--- src/rtl/dmem_arbiter.sv ---
// Shares one data memory between the processor load/store port (0) and the
// host/debug loader port (1): round-robin grant, routed access, registered read return.
module dmem_arbiter #(
  parameter int ADDR_W = 7,
  parameter int DATA_W = 32,
  parameter int CNT_W  = 16
) (
  input  logic              CLK,
  input  logic              RST,
  input  logic              r0_req,
  input  logic              r0_we,
  input  logic [ADDR_W-1:0] r0_addr,
  input  logic [DATA_W-1:0] r0_wdata,
  output logic              r0_gnt,
  output logic              r0_rvalid,
  output logic [DATA_W-1:0] r0_rdata,
  input  logic              r1_req,
  input  logic              r1_we,
  input  logic [ADDR_W-1:0] r1_addr,
  input  logic [DATA_W-1:0] r1_wdata,
  output logic              r1_gnt,
  output logic              r1_rvalid,
  output logic [DATA_W-1:0] r1_rdata,
  output logic              mem_we,
  output logic [ADDR_W-1:0] mem_addr,
  output logic [DATA_W-1:0] mem_wdata,
  input  logic [DATA_W-1:0] mem_rdata,
  output logic [CNT_W-1:0]  conflict_cnt
);

  // Handshake: rN_req acts as valid and rN_gnt as ready. A requester keeps
  // req/we/addr/wdata stable until it sees gnt high at a rising edge; the
  // access is performed in exactly that cycle, so holding req high yields one
  // access per cycle when uncontested.

  logic              last_q;   // index of the most recently granted port
  logic [ADDR_W-1:0] addr_q;
  logic [DATA_W-1:0] wdata_q;
  logic              gnt0;
  logic              gnt1;

  always_comb begin
    gnt0      = 1'b0;
    gnt1      = 1'b0;
    mem_we    = 1'b0;
    mem_addr  = addr_q;
    mem_wdata = wdata_q;
    if (RST) begin
      // Under contention the port that did not win last time goes first.
      if (r0_req && (!r1_req || last_q)) begin
        gnt0 = 1'b1;
      end else if (r1_req) begin
        gnt1 = 1'b1;
      end
    end
    if (gnt0) begin
      mem_we    = r0_we;
      mem_addr  = r0_addr;
      mem_wdata = r0_wdata;
    end else if (gnt1) begin
      mem_we    = r1_we;
      mem_addr  = r1_addr;
      mem_wdata = r1_wdata;
    end
  end

  assign r0_gnt = gnt0;
  assign r1_gnt = gnt1;

  always_ff @(posedge CLK) begin
    if (!RST) begin
      last_q       <= 1'b1;
      addr_q       <= '0;
      wdata_q      <= '0;
      r0_rvalid    <= 1'b0;
      r1_rvalid    <= 1'b0;
      r0_rdata     <= '0;
      r1_rdata     <= '0;
      conflict_cnt <= '0;
    end else begin
      if (gnt0 || gnt1) begin
        last_q  <= gnt1;
        addr_q  <= mem_addr;
        wdata_q <= mem_wdata;
      end
      r0_rvalid <= gnt0 && !r0_we;
      r1_rvalid <= gnt1 && !r1_we;
      if (gnt0 && !r0_we) begin
        r0_rdata <= mem_rdata;
      end
      if (gnt1 && !r1_we) begin
        r1_rdata <= mem_rdata;
      end
      if (r0_req && r1_req && !(&conflict_cnt)) begin
        conflict_cnt <= conflict_cnt + 1'b1;
      end
    end
  end

`ifndef SYNTHESIS
  req_known: assert property (@(posedge CLK) RST |-> !$isunknown({r0_req, r1_req}));
`endif

endmodule

--- config.mk ---
export PLATFORM = sky130hd
export DESIGN_NAME = dmem_arbiter
export DESIGN_NICKNAME = d
export VERILOG_FILES = /design/src/rtl/dmem_arbiter.sv
export SDC_FILE = /design/constraint.sdc
export NUM_CORES = 1
export LEC_CHECK = 0
export ABC_AREA = 0
export CAP_MARGIN = 5
export CORE_AREA = 2 2 142 102
export CTS_CLUSTER_SIZE = 14
export DETAILED_ROUTE_END_ITERATION = 12
export DIE_AREA = 0 0 144 104
export GPL_TIMING_DRIVEN = 1
export PLACE_DENSITY = 0.78
export SYNTH_ARGS = -nofsm -noshare
export SYNTH_HDL_FRONTEND = slang
export SYNTH_SLANG_ARGS = --single-unit
export TNS_END_PERCENT = 1
--- constraint.sdc ---
create_clock -name CLK -period 1.5 [get_ports CLK]
set_input_delay 0.225 -clock CLK [delete_from_list [all_inputs] [get_ports CLK]]
set_output_delay 0.225 -clock CLK [all_outputs]
set_load 0.005 [all_outputs]
==> PnR_summary.wiki <==
{| class="wikitable"
! Metric !! Value
|-
| Share of final-layout standard cells stronger than drive strength 1 || between 20 and 30%
|-
| Clk root buf || sky130_fd_sc_hd__clkbuf_16
|-
| Share of synthesized cell area in and, or, nand and nor gates || a little over a fifth
|-
| Number of nets at the end of the flow || between 1000 and 1500
|-
| Logic depth of the worst register-to-register path || 6
|-
| Violation count after the first detailed-routing iteration || between 300 and 400
|-
| Number of setup violations in the final report || 46
|-
| Clock tree from TritonCTS || yes
|-
| Setup repair after global routing missed its margin || true
|-
| Cell variety after synth || 39
|-
| Worst Skew || 8.77 ps
|-
| Element type at the critical path end || output port
|-
| Slew at the pin with the worst max-slew slack || between 500 and 600 ps
|-
| Worst Hold Path EP || last_q
|-
| Leakage power || about 0.0044 uW
|-
| Adder-cell share of the synthesized area || less than 1%
|-
| Max-cap viol count || 0
|-
| Via count || approximately 6000
|-
| Number of buffers added on ports || ~240
|-
| Non-filler instance count after layout || between 1000 and 1500
|-
| Post-route cell area || 9460 sq um
|-
| Number of warnings printed during yosys synthesis || 0
|-
| Violated checks || setup timing
|-
| Area post-placement || about 8000 sq um
|-
| Highest routed metal layer || met4
|-
| Combined area of the multi-input logic cells || about 2700 sq um
|-
| Met2 routed wirelength || around 9.8 mm
|-
| Average routed wire per standard cell || roughly 17 microns
|-
| R2r endpoint || conflict_cnt[5]
|-
| Number of buffers inserted during clock tree synthesis || 17
|-
| Met3 layer wire length in the routed design || between 1.5 and 2 mm
|-
| Synth async-reset ratio || 0%
|-
| Sequential-to-total area share from yosys stat || between 40% and 50%
|-
| Tcrit/Tclk final || 129%
|-
| Final critical path time including I/O delays and setup || 1940 ps
|-
| Maximum buffer depth of the clock tree || 2
|-
| Highest clock frequency the design can meet || a little over 500 MHz
|-
| GRT Overall Usage || around a quarter
|-
| Ports placed on the boundary || between 200 and 250
|-
| Remaining Overflow, GRT || 0
|-
| Outcome || complete, but fails checks
|-
| Number of global-route vias before repair || 5745
|-
| Register-to-register setup slack || -10 ps
|-
| Finished Core Util || 69.3%
|-
| Mean cell area of the mapped netlist || between 7 and 8 sq um
|-
| Hold Crit Depth || 3
|-
| Die width || 144 microns
|-
| Initial core utilization || between 30% and 40%
|-
| Largest net degree at the start of global routing || 42
|-
| Power density over the cells || about 970 nW/um^2
|-
| Skew-Pair Late Insertion Delay || roughly 410 ps
|-
| Flop and latch count out of synthesis || 122
|-
| Placed insts || roughly 1100
|-
| Floorplan Core Area || 13600 sq um
|-
| Die outline height || roughly 100 microns
|-
| Worst slew margin || between 60% and 70%
|-
| Die area || around 15000 sq um
|-
| Largest driver fanout on the critical path || 8
|-
| CP required || 1270 ps
|-
| Final hold violation count || 0
|-
| Post-Synth XOR/XNOR Area || 0%
|-
| Area added between synthesis and finish || 91.2%
|-
| Path type of the worst min-delay path || input port to flop
|-
| WL met1 || 8.12 mm
|-
| Post-synthesis instance area || ~4900 sq um
|-
| Top cell type's share of synthesized area || 49.4%
|-
| Yosys top cell by area || sky130_fd_sc_hd__dfxtp_1
|-
| Number of synthesized flops with an enable pin || 0
|-
| Most used standard cell by instance count after synthesis || sky130_fd_sc_hd__nand2_1
|-
| Min-Delay Startpoint || RST
|-
| Worst slack on hold paths || ~340 ps
|-
| Predominant post-synthesis flop cell || sky130_fd_sc_hd__dfxtp_1
|-
| Worst-case vdd ir drop || ~0.00072 V
|-
| Power consumption || roughly 9000 uW
|-
| Synthesized netlist cell count || 640
|-
| Dominant cells by area after synthesis || sky130_fd_sc_hd__dfxtp_1 (49%), sky130_fd_sc_hd__nand2_1 (17%), sky130_fd_sc_hd__a21oi_1 (8.3%)
|-
| Number of buffers added to fix hold violations after cts || 0
|-
| Max-slew violations || 0
|-
| WP data arrival || 1720 ps
|-
| Ranking of synthesized cells by instance count || sky130_fd_sc_hd__nand2_1 (219), sky130_fd_sc_hd__dfxtp_1 (122), sky130_fd_sc_hd__a21oi_1 (82)
|-
| Multiplexer fraction of the synthesized cell area || less than 1%
|-
| First-pass iteration count of the detailed router || 5
|-
| Global-route wire length before repair || 30.0 mm
|-
| Vias per inst || between 5 and 6
|-
| Compound-gate portion of the synthesized area || about a quarter
|-
| # fillers || between 1000 and 1500
|-
| Total wire length || between 15 and 20 mm
|-
| H-tree level count || 4
|-
| Reg clk slew, reported paths || 50 ps
|-
| Minimum setup slack in the final design || -441 ps
|-
| Remaining routing DRC violations || 0
|-
| Launch point of the worst reg-to-reg path || conflict_cnt[1]
|-
| Setup CP Type || flop to output port
|-
| Synthesized netlist net count || roughly 760
|-
| Final estimated routing congestion in global placement || between 0.8 and 0.9
|-
| Number of antenna violations at the first check in global routing || 1
|-
| Sinks on the clock net || between 100 and 150
|-
| Antenna Violating Nets Remaining || 0
|-
| Detail Placement HPWL || about 12 mm
|-
| Dominant combinational cell family by area after synthesis || compound AO/OA/AOI/OAI gates
|-
| CP startpoint kind || flop
|-
| Num rows || 36
|-
| Sequential cell area || approximately 2500 sq um
|}
layout make-up:
| type | count | share of cell area, % |
|---|---|---|
| Tap cell | 190 | 2.51 |
| Clock buffer | 18 | 4.76 |
| Multi-Input combinational cell | 465 | 28.1 |
| Timing Repair Buffer | 359 | 36.2 |
| Inverter | 7 | 0.278 |
| Antenna cell | 1 | 0.0265 |
| Sequential cell | 122 | 26.2 |
| Clock inverter | 14 | 1.94 |
flip-flops by register name (all words and copies together), names as in the netlist:
| register | cells |
|---|---|
| addr_q | 7 |
| r1_rvalid | 1 |
| r0_rvalid | 1 |
| last_q | 1 |
| wdata_q | 32 |
| conflict_cnt | 16 |
| r1_rdata | 32 |
| r0_rdata | 32 |
report_power, final:
group	switching, uW	internal, uW
clock network	1630	2750
registers	53.0	3340
logic	616	828
total	2300	6920
cells in the final DEF, fill, tap and decap left out, drive strengths merged, types with 3 or more instances in the layout:
cell / netlist / layout
inv: 7 / 11
o31ai: 7 / 7
nand4: 3 / 3
nand2: 219 / 219
clkbuf: 33 / 36
and3: 4 / 4
a21oi: 82 / 82
mux2i: 3 / 3
dfxtp: 122 / 122
o21ai: 69 / 69
dlygate4sd2: 0 / 42
bufinv: 0 / 3
or3: 3 / 3
a22oi: 39 / 39
or4: 7 / 7
clkdlybuf4s50: 0 / 123
buf: 11 / 144
clkinv: 0 / 5
dlymetal6s2s: 0 / 31
nor2: 3 / 3
nand3: 6 / 6
nor4: 3 / 3
worst max-delay path: stages, from the launching register on:
cell                              delay (ps)
sky130_fd_sc_hd__dfxtp_2                 350
sky130_fd_sc_hd__nand2_2                  60
sky130_fd_sc_hd__and3_4                  210
sky130_fd_sc_hd__buf_16                  150
sky130_fd_sc_hd__buf_12                  140
sky130_fd_sc_hd__a22oi_2                 140
sky130_fd_sc_hd__nand2_1                  70
sky130_fd_sc_hd__clkdlybuf4s15_1         200
logic make-up (layout without fill, tap and decap cells):
logic type,count (synthesis),count (layout)
other,0,1
AOI/OAI and AO/OA,205,205
and+or+nand+nor,256,256
adders and majority gates,1,1
muxes,3,3
DFF,122,122
buffers and inverters,53,398
per-stage QoR:
stage,TNS [ps],setup slack (ps)
after floorplan,-17.1,-11.6
after global placement,-70980,-727
after detailed placement,-71890,-721
after CTS,-16660,-487
after global routing,-19350,-511
final,-15550,-441
layer usage:
metal | up-vias | global-route usage [%]
met2 | 244 | 43.0
met4 | 0 | 6.93
met3 | 27 | 8.15
li1 | 2884 | -
met1 | 2855 | 31.1
met5 | - | 0
repair_timing:
item | 4_1_cts | 5_1_grt
pin swaps | 50 | 41
setup endpoints to repair | 157 | 133
gates resized for setup | 251 | 83
buffers inserted | 23 | 16
cloned | 6 | 0
how the worst max path moves through the flow:
| stage | startpoint | end | slack, ps | cells after the start |
|---|---|---|---|---|
| final | last_q | mem_wdata[27] | -440 | 7 |
| after CTS | last_q | mem_addr[5] | -490 | 9 |
| after global routing | last_q | mem_wdata[2] | -510 | 7 |
| after global placement | r1_req | mem_wdata[3] | -730 | 7 |
| after detailed placement | r1_req | mem_wdata[20] | -720 | 7 |
| after floorplan | conflict_cnt[4] | conflict_cnt[15] | -10 | 5 |
Note: power is estimated with default switching activity, not from simulation.
